$ cat src/rtl/ram_burst_master.sv
// ram_burst_master: burst initiator for the synchronous dual-port RAM.
// Accepts {addr, len, dir} commands, streams write words into the RAM and
// streams read words back out, keeping cs/we/oe sequenced so ram_q is only
// sampled while the RAM is actually driving it.
// Optional feature: define RAM_BURST_MASTER_TIMEOUT_EN to add the err port
// and a write-data stall timeout of TIMEOUT cycles.
module ram_burst_master #(
    parameter int D_WIDTH = 16,
    parameter int A_WIDTH = 6,
    parameter int TIMEOUT = 255
) (
    input  logic               clk,
    input  logic               rst_n,
    input  logic               cmd_valid,
    output logic               cmd_ready,
    input  logic               cmd_write,
    input  logic [A_WIDTH-1:0] cmd_addr,
    input  logic [A_WIDTH-1:0] cmd_len,
    input  logic               wdata_valid,
    output logic               wdata_ready,
    input  logic [D_WIDTH-1:0] wdata,
    output logic               rdata_valid,
    output logic [D_WIDTH-1:0] rdata,
    output logic               done,
    output logic               ram_cs_n,
    output logic               ram_we,
    output logic               ram_oe,
    output logic [A_WIDTH-1:0] ram_raddr,
    output logic [A_WIDTH-1:0] ram_waddr,
    output logic [D_WIDTH-1:0] ram_d,
    input  logic [D_WIDTH-1:0] ram_q
`ifdef RAM_BURST_MASTER_TIMEOUT_EN
    ,
    output logic               err
`endif
);

    typedef enum logic [1:0] {
        IDLE     = 2'd0,
        WR       = 2'd1,
        RD       = 2'd2,
        RD_DRAIN = 2'd3
    } state_t;

    state_t               r_state, w_state;
    logic                 r_cs_n, w_cs_n;
    logic                 r_we, w_we;
    logic                 r_oe, w_oe;
    logic [A_WIDTH-1:0]   r_raddr, w_raddr;
    logic [A_WIDTH-1:0]   r_waddr, w_waddr;
    logic [D_WIDTH-1:0]   r_d, w_d;
    logic                 r_done, w_done;
    logic [A_WIDTH-1:0]   r_addr, w_addr;     // next write address
    logic [A_WIDTH-1:0]   r_len, w_len;       // latched burst length - 1
    logic [A_WIDTH:0]     r_cnt, w_cnt;       // words handled so far (0-based)
    logic                 r_q_pend;           // RAM is presenting a read word this cycle
    logic                 r_rvalid;
    logic [D_WIDTH-1:0]   r_rdata;
    logic                 w_wfire;
    logic [A_WIDTH:0]     w_len_ext;

`ifdef RAM_BURST_MASTER_TIMEOUT_EN
    localparam int ST_W = $clog2(TIMEOUT + 1);
    logic [ST_W-1:0]      r_stall, w_stall;
    logic                 r_err, w_err;
`endif

    assign w_wfire   = (r_state == WR) && wdata_valid;
    assign w_len_ext = {1'b0, r_len};

    // Next-state and next registered RAM-side outputs
    always_comb begin
        w_state = r_state;
        w_cs_n  = 1'b1;
        w_we    = 1'b0;
        w_oe    = 1'b0;
        w_raddr = r_raddr;
        w_waddr = r_waddr;
        w_d     = r_d;
        w_done  = 1'b0;
        w_addr  = r_addr;
        w_len   = r_len;
        w_cnt   = r_cnt;
`ifdef RAM_BURST_MASTER_TIMEOUT_EN
        w_stall = '0;
        w_err   = 1'b0;
`endif
        case (r_state)
            IDLE: begin
                if (cmd_valid) begin
                    w_len  = cmd_len;
                    w_cnt  = '0;
                    w_cs_n = 1'b0;
                    if (cmd_write) begin
                        w_state = WR;
                        w_addr  = cmd_addr;
                    end else begin
                        // First read address goes out in the cycle after accept
                        w_state = RD;
                        w_oe    = 1'b1;
                        w_raddr = cmd_addr;
                    end
                end
            end
            WR: begin
                // cs stays low for the cycle carrying the last write, even
                // though the state has already returned to IDLE by then
                w_cs_n = 1'b0;
                if (w_wfire) begin
                    w_we    = 1'b1;
                    w_waddr = r_addr;
                    w_d     = wdata;
                    w_addr  = r_addr + 1'b1;
                    w_cnt   = r_cnt + 1'b1;
                    if (r_cnt == w_len_ext) begin
                        w_state = IDLE;
                        w_done  = 1'b1;
                    end
                end
`ifdef RAM_BURST_MASTER_TIMEOUT_EN
                else if (r_stall == ST_W'(TIMEOUT - 1)) begin
                    w_state = IDLE;
                    w_done  = 1'b1;
                    w_err   = 1'b1;
                    w_cs_n  = 1'b1;
                end else begin
                    w_stall = r_stall + 1'b1;
                end
`endif
            end
            RD: begin
                w_cs_n = 1'b0;
                w_oe   = 1'b1;
                if (r_cnt == w_len_ext) begin
                    w_state = RD_DRAIN;
                end else begin
                    w_raddr = r_raddr + 1'b1;
                    w_cnt   = r_cnt + 1'b1;
                end
            end
            RD_DRAIN: begin
                // Hold cs/oe so the last word is still driven when captured
                w_cs_n  = 1'b0;
                w_oe    = 1'b1;
                w_state = IDLE;
                w_done  = 1'b1;
            end
            default: w_state = IDLE;
        endcase
    end

    // State and RAM-side output registers
    always_ff @(posedge clk or negedge rst_n) begin
        if (!rst_n) begin
            r_state <= IDLE;
            r_cs_n  <= 1'b1;
            r_we    <= 1'b0;
            r_oe    <= 1'b0;
            r_raddr <= '0;
            r_waddr <= '0;
            r_d     <= '0;
            r_done  <= 1'b0;
            r_addr  <= '0;
            r_len   <= '0;
            r_cnt   <= '0;
`ifdef RAM_BURST_MASTER_TIMEOUT_EN
            r_stall <= '0;
            r_err   <= 1'b0;
`endif
        end else begin
            r_state <= w_state;
            r_cs_n  <= w_cs_n;
            r_we    <= w_we;
            r_oe    <= w_oe;
            r_raddr <= w_raddr;
            r_waddr <= w_waddr;
            r_d     <= w_d;
            r_done  <= w_done;
            r_addr  <= w_addr;
            r_len   <= w_len;
            r_cnt   <= w_cnt;
`ifdef RAM_BURST_MASTER_TIMEOUT_EN
            r_stall <= w_stall;
            r_err   <= w_err;
`endif
        end
    end

    // Read capture: a cycle spent in RD means ram_q carries that word one
    // cycle later (the drain cycle covers the last one); present it a cycle after that
    always_ff @(posedge clk or negedge rst_n) begin
        if (!rst_n) begin
            r_q_pend <= 1'b0;
            r_rvalid <= 1'b0;
            r_rdata  <= '0;
        end else begin
            r_q_pend <= (r_state == RD);
            r_rvalid <= r_q_pend;
            if (r_q_pend) begin
                r_rdata <= ram_q;
            end
        end
    end

    assign cmd_ready   = (r_state == IDLE);
    assign wdata_ready = (r_state == WR);
    assign rdata_valid = r_rvalid;
    assign rdata       = r_rdata;
    assign done        = r_done;
    assign ram_cs_n    = r_cs_n;
    assign ram_we      = r_we;
    assign ram_oe      = r_oe;
    assign ram_raddr   = r_raddr;
    assign ram_waddr   = r_waddr;
    assign ram_d       = r_d;
`ifdef RAM_BURST_MASTER_TIMEOUT_EN
    assign err         = r_err;
`endif

endmodule
$ cat config.mk
export PLATFORM = sky130hd
export DESIGN_NAME = ram_burst_master
export DESIGN_NICKNAME = d
export VERILOG_FILES = /design/src/rtl/ram_burst_master.sv
export SDC_FILE = /design/constraint.sdc
export NUM_CORES = 1
export LEC_CHECK = 0
export ABC_AREA = 1
export CAP_MARGIN = 20
export CORE_AREA = 8 8 90 92
export DETAILED_ROUTE_END_ITERATION = 10
export DIE_AREA = 0 0 98 100
export GPL_TIMING_DRIVEN = 0
export PLACE_DENSITY_LB_ADDON = 0.12
export SLEW_MARGIN = 20
export SYNTH_ARGS = -nofsm -noshare
export SYNTH_HDL_FRONTEND = slang
export SYNTH_SLANG_ARGS = --single-unit
export TNS_END_PERCENT = 1
$ cat constraint.sdc
create_clock -name clk -period 2.5 [get_ports clk]
set_clock_uncertainty 0.1 [all_clocks]
set_input_delay 0.5 -clock clk [delete_from_list [all_inputs] [get_ports clk]]
set_output_delay 0.5 -clock clk [all_outputs]
set_load 0.02 [all_outputs]
-- Yosys cells after proc, flatten, opt, wreduce, memory -nomap -nowiden
Index checks and enable logic that the tools add are counted.
- register bits after elaboration: 71
- bits in latches: 0
- memory bits (writable): 0
- memory bits (read-only): 0
- bits of input ports: 49
- memories kept: 0
- add/subtract/negate cells: 3
- multipliers: 0
- div/mod/pow operators: 0
- order comparisons: 0
- equal/unequal tests: 11
- shift-type cells: 0
- mux-type cells: 28
- bitwise gates (word level): 0
- reductions and logical operators: 13
- operators by type and width (operator ; count):
    $mux 6 ; 6
    $pmux 6 s2 ; 2
    $mux 7 ; 3
    $pmux 7 s3 ; 1
    $reduce_and 4->1 ; 4
    $add 6x1->6 const B ; 2
    $mux 2 ; 5
    $ne 2x2->1 const B ; 4
    $pmux 2 s4 ; 1
    $add 7x1->7 const B ; 1
    $eq 7x6->1 ; 1
    $mux 1 ; 7
    $ne 2x1->1 const B ; 3
    $pmux 1 s2 ; 3
    $eq 2x2->1 const B ; 2
    $reduce_and 2->1 ; 2
    $reduce_bool 2->1 ; 2
    $reduce_bool 3->1 ; 1
    $reduce_or 3->1 ; 1
    $eq 2x1->1 const B ; 1
    $logic_not 2->1 ; 1
    $reduce_or 2->1 ; 1
    $logic_and 1x1->1 ; 1

-- Depth between registers and ports, before layout
Gate-level depths: netlist (run 1).
- depth after elaboration: 4
- depth in mapped cells: 9
- depth with buffers taken out: 9

-- Worst setup path after synthesis (run 1)
Ideal clock, no wire load.
- path type: flip-flop to flip-flop
- start point: register r_state[0]
- end point: register r_addr[5]
- library setup time: 124 ps
- data arrival time: 1558 ps
- path slack: 718 ps
- cell stages (with the launch flop): 10
- buffers on the path: 0
- period minus slack after synthesis: 1782 ps
- cells stage by stage: dfrtp_1 inv_1 ha_1 inv_1 o22ai_2 inv_1 nand2_2 inv_2 o211ai_1 nand2_1
- elaborated cells between the ends (all ways): 9
- those cells by class: eq/ne: 4; mux: 1; reduce/logical: 4
- RTL lines (what ; RTL line ; text):
    start, declared ; 45 ; state_t r_state, w_state;
    start signal, assigned ; 171 ; r_state <= w_state;
    $logic_not 2->1 * ; n/a ;
    net cmd_ready ; 15 ; output logic cmd_ready,
    $ne 2x1->1 (no line) (tied with other cells) ; n/a ;
    $reduce_and 4->1 (no line) ; n/a ;
    end signal, assigned ; 179 ; r_addr <= w_addr;
    end, declared ; 53 ; logic [A_WIDTH-1:0] r_addr, w_addr;
Mark *: on every way through the listed nets, which the timed path passes. The rest lies on a longest branch.
A chain may end at the register's enable or synchronous reset.

-- Worst setup path in the final report (run 1)
- start point: register r_state[0]
- end point: output port cmd_ready
- word-level cells in the longest chain between the ends: 1
- ends and longest elaborated chain (what ; RTL line ; text):
    $logic_not 2->1 ; 205 ; assign cmd_ready = (r_state == IDLE);
    end, declared ; 15 ;
Every way passes these cells.

==> results_dict.tcl, run 1 <==
set metrics [dict create \
    hold_ws_ns 0.2780 \
    syn_to_final_growth_pct 40.17 \
    maxSlewHeadroom_pct 60.36 \
    max_cap_viol_count 0 \
    die_w_um 98 \
    cts_buffers 9 \
    total_power_w 0.005933 \
    yosysSeqAreaShare_pct 53.30 \
    irDropWorstVdd_mv 0.5855 \
    outcome "complete, no violations" \
    grt_usage_pct 17.44 \
    finalHoldViolCount 0 \
    required_ns 1.90 \
    max_stage_delay_ns 0.65 \
    clk_path_buf_depth 2 \
    min_period_over_period_pct 95.85 \
    layout_common_cells "nand2_1 (139), clkdlybuf4s50_1 (98), dfrtp_1 (70), nor2_1 (28), nand3_1 (28)" \
    cts_resized 0 \
    fin_util_pct 70.38 \
    dpl.hpwl_mm 6.221 \
    gp_congestion 0.8400 \
    power_density_mw_per_mm2 1269 \
    slew_viol_final 0 \
    wl_per_cell_um 14.17 \
    clk_pin_slew_worst_paths_ns 0.07 \
    worstPathArrival_ns 1.80 \
    start_kind "register" \
    synth-main-ff-cell "dfrtp_1" \
    drcViolationCount 0 \
    power_leakage_nw 2.254 \
    synth_area_mm2 0.003336 \
    cts.sinks 71 \
    syn-num-nets 436 \
    vias 2876 \
    grt_pass1_vias 2920 \
    firstDrtPassIters 5 \
    rows 30 \
    path_cells "inv_1 > ha_1 > clkdlybuf4s50_1" \
    cts_root_buf "clkbuf_8" \
    final_common_cell "nand2_1" \
    ios 100 \
    ys.warnings.count 0 \
    dr.first_iter.drc_count 88 \
    fillCellCount 532 \
    clk_latency_ns 0.34 \
    design.core.area_mm2 0.006644 \
    h-tree-depth 3 \
    diodes 0 \
    die-area_mm2 0.009800 \
    cts_tree "yes" \
    io_buffers 99 \
    postRouteWirelength_mm 8.161 \
    hold_path.class "register to register" \
    cp.buffers_inverters 2 \
    critPathCaptureType "output port" \
    synth-edff-count 0 \
    grt-ovfl-total 0 \
    die_h_um 100 \
    ys_seq_elements 71 \
    start_util_pct 50.21 \
    grt_max_degree 58 \
    ys_async_sr_fraction_pct 100.0 \
    worst_pin_slew_ns 0.5906 \
    antenna_found_initial 0 \
    path_max_fanout 5 \
    setup_violations 0 \
    worst_path_dominant_cell_family "buffers and inverters" \
    nNetsFinal 548 \
    slowest_stage "clkdlybuf4s50_1" \
    drive_gt1_share_pct 12.30 \
    grt_pass1_wl_mm 13.89 \
    critPathKind "register to output port" \
    antenna_left 0 \
    vias_per_cell 4.993 \
    syn_area_per_cell_um2 8.801 \
    max_freq_ghz 0.4173 \
    yosysUniqueCellTypes 28 \
    netlist_instances 379 \
    finalCriticalPeriod_ns 2.396 \
    rsz0062_at_grt "no" \
]
[state kept, by name (all words and copies together), names as in the netlist]
signal	count
ram_raddr	6
rdata_valid	1
ram_cs_n	1
r_q_pend	1
ram_waddr	6
ram_d	16
r_len	6
rdata	16
r_state	2
r_addr	6
r_cnt	7
ram_oe	1
ram_we	1
done	1
[synthesized netlist by cell type, types with 2 or more instances]
library cell | n | share of area (%)
buf_6 | 2 | 0.68
nand3_1 | 28 | 4.2
nor2_1 | 28 | 3.2
nor2_2 | 2 | 0.38
o21ai_0 | 17 | 2.6
inv_2 | 5 | 0.56
xor2_1 | 2 | 0.53
dfrtp_1 | 70 | 53
o21bai_1 | 2 | 0.45
mux2_2 | 18 | 6.1
nand2_1 | 139 | 16
a21oi_1 | 11 | 1.7
o21ai_1 | 2 | 0.30
ha_1 | 8 | 3.0
inv_1 | 24 | 2.7
nand2_2 | 4 | 0.75
buf_2 | 6 | 0.90
[per-stage QoR]
step	area (um^2)	setup slack (ns)	TNS, ns	cells
after floorplan	3336	0.7176	0	379
after CTS	4676	0.09339	0	576
after global placement	4427	-1.614	-113.54	558
after detailed placement	4452	0.2520	0	559
final	4676	0.1039	0	576
after global routing	4676	0.000002220	0	576
[final timing paths]
check	to	depth (start not counted)	start	slack [ns]
setup reg to reg	r_cnt[4]	8	r_state[0]	0.50
hold reg to reg	rdata_valid	0	r_q_pend	0.28
max in group asynchronous	ram_cs_n	3	rst_n	1.26
setup / recovery	cmd_ready	3	r_state[0]	0.10
hold / removal	rdata_valid	0	r_q_pend	0.28
min in group asynchronous	ram_d[8]	2	rst_n	0.45
[kinds of logic (layout without fill, tap and decap cells)]
family,after synthesis,in the layout,share of synthesized area (%)
AND/OR/NAND/NOR,205,205,25.62
adder cells (fa/ha/maj),8,8,3.001
multiplexers,18,18,6.076
XOR/XNOR,3,3,0.7878
AO/OA/AOI/OAI,35,35,6.039
buffers and inverters,39,156,5.176
flip-flops,71,71,53.30
[final cells by class]
class                      count  area, um^2  share of cell area, %
multi-input combinational    269        1385                  29.62
buffer                         9       60.06                  1.284
sequential                    71        1778                  38.03
inverter                      30       112.6                  2.408
clock inverter                 6       86.33                  1.846
timing repair buffer         101        1026                  21.94
clock buffer                  10       127.6                  2.729
tap                           80       100.1                  2.141
[metal layers]
layer / GRT usage [%] / wire, um / share of wire, % / up-vias
met2: 26.82 / 3626 / 44 / 111
met5: 0 / 0 / 0 / -
li1: - / - / - / 1432
met1: 22.71 / 3800 / 47 / 1319
met4: 7.074 / 116 / 1.4 / 0
met3: 4.775 / 618 / 7.6 / 14
[power breakdown]
part	internal, W	switching [W]
registers	0.00166	0.000325
logic	0.00133	0.00162
clock network	0.000561	0.000439
total	0.00355	0.00238
[what timing repair did]
item | CTS | global route
endpoints found under the hold margin | 14 | 0
endpoints found under the setup margin | 0 | 0
setup buffers | 0 | 0
hold buffers | 1 | 0
(Power assumes the default switching activity.)
==> run 2, diff against run 1 <==
- CELL_PAD_IN_SITES_DETAIL_PLACEMENT: unset -> 1
- CELL_PAD_IN_SITES_GLOBAL_PLACEMENT: unset -> 2
- CORE_AREA: 8 8 90 92 -> 8 8 117 119
- DIE_AREA: 0 0 98 100 -> 0 0 125 127
==> run 2 against run 1 <==
Highest routed layer unchanged. Fmax is 1.1% higher. Utilization is 29 points lower. Largest cell class unchanged. Wire length is 20% higher. Sequential cell count stayed put.
==> results_dict.tcl, run 2 (synthesized netlist as in run 1, its figures left out) <==
set metrics [dict create \
    fillCellCount 1378 \
    path_cells "inv_1 > ha_1 > clkdlybuf4s50_1" \
    cts_buffers 9 \
    gp_congestion 0.7291 \
    hold_path.class "input pin to async pin" \
    r2r-end "r_cnt[3]" \
    rsz0062_at_grt "no" \
    power_leakage_nw 2.313 \
    nNetsFinal 547 \
    multiInputGateArea_mm2 0.001385 \
    r2r_slack_ns 0.45 \
    vias_per_cell 4.508 \
    worstPathArrival_ns 1.77 \
    design.core.area_mm2 0.01181 \
    hold_ws_ns 0.01563 \
    die-area_mm2 0.01588 \
    grt_pass1_wl_mm 16.55 \
    postRouteWirelength_mm 9.804 \
    rows 40 \
    cp.buffers_inverters 2 \
    critPathCaptureType "output port" \
    cts_root_buf "clkbuf_16" \
    antenna_left 0 \
    irDropWorstVdd_mv 0.4392 \
    start_kind "register" \
    setup_violations 0 \
    cts_tree "yes" \
    fin_cells 642 \
    syn_to_final_growth_pct 46.02 \
    critPathKind "register to output port" \
    grt_usage_pct 12.94 \
    clk_pin_slew_worst_paths_ns 0.06 \
    io_buffers 99 \
    dp.cells 626 \
    worst_path_dominant_cell_family "buffers and inverters" \
    cts.sinks 71 \
    dr.first_iter.drc_count 97 \
    path_max_fanout 4 \
    required_ns 1.90 \
    holdBufCountCts 0 \
    die_w_um 125 \
    rr_worst_depth 8 \
    layout_common_cells "nand2_1 (139), clkdlybuf4s50_1 (97), dfrtp_1 (70), nor2_1 (28), nand3_1 (28)" \
    h-tree-depth 3 \
    start_util_pct 28.24 \
    dp_slack_ns 0.2277 \
    ios 100 \
    drive_gt1_share_pct 11.92 \
    seqCellArea_mm2 0.001778 \
    finalCriticalPeriod_ns 2.370 \
    final_common_cell "nand2_1" \
    antenna_found_initial 0 \
    die_h_um 127 \
    grt-ovfl-total 0 \
    max_freq_ghz 0.4220 \
    grt_pass1_vias 3131 \
    post-cts-setup-buffers 0 \
    vias 2894 \
    min_period_over_period_pct 94.80 \
    drcViolationCount 0 \
    slowest_stage "clkdlybuf4s50_1" \
    dpl.hpwl_mm 7.376 \
    grt_max_degree 41 \
    fin_ws_ns 0.1301 \
    max_stage_delay_ns 0.64 \
    cts_resized 0 \
    wl_per_cell_um 15.27 \
    max_cap_viol_count 0 \
    clk_latency_ns 0.33 \
    outcome "complete, no violations" \
    reg2reg_from "r_state[0]" \
    diodes 0 \
    maxSlewHeadroom_pct 58.23 \
    slew_viol_final 0 \
    clk_path_buf_depth 2 \
    firstDrtPassIters 4 \
    finalHoldViolCount 0 \
    power_density_mw_per_mm2 1327 \
    fin_util_pct 41.24 \
    worst_pin_slew_ns 0.6224 \
]
[run 2: cell count changes in the layout (fill, tap and decap cells not counted), moves of 2 or more]
cell       before  now
clkinv_2        2    0
clkbuf_8        9    1
clkbuf_16       0    9
clkbuf_1        1    3
[run 2: per-layer routing]
metal,vias up,share of wire (%),track usage (%)
li1,1427,-,-
met3,11,4.1,3.161
met4,0,1.7,5.587
met2,62,45,20.45
met5,-,0,0
met1,1394,49,16.55
[run 2: final cells by class]
cell class,instances,share of cell area [%]
Sequential cell,71,36.50
Clock inverter,3,1.849
Multi-Input combinational cell,269,28.44
Tap cell,147,3.776
Buffer,9,1.233
Clock buffer,13,5.137
Inverter,30,2.312
Timing Repair Buffer,100,20.76
[run 2: power breakdown]
group          switching (W)  internal [W]
registers           0.000329       0.00166
logic                0.00167       0.00133
clock network       0.000475       0.00100
total                0.00247       0.00399
[run 2: worst max-delay path by stage]
stage               slack, ns       start  depth (start not counted)            to
global route             0.02  r_state[1]                          3   wdata_ready
finish                   0.13  r_state[1]                          3   wdata_ready
global placement        -1.92       rst_n                          1  ram_waddr[0]
CTS                      0.05  r_state[1]                          3     cmd_ready
detailed placement       0.23   cmd_valid                          6  ram_raddr[1]
floorplan                0.72  r_state[0]                          9     r_addr[5]
[run 2: worst register-to-register path: stages (launching register included)]
cell,delay (ns)
dfrtp_1,0.43
inv_1,0.10
ha_1,0.19
buf_6,0.16
clkinv_1,0.27
a21oi_4,0.36
nand2_2,0.18
nand2_1,0.10
nand2_1,0.05
[run 2: stage by stage]
stage,area [um^2],setup TNS [ns],power (W)
3_3_place_gp,4511,-134.90,0.005003
3_5_place_dp,4528,0,0.005062
5_1_grt,4871,0,0.006939
4_1_cts,4868,0,0.006587
2_1_floorplan,3336,0,0.003734
6_report,4871,0,0.006464
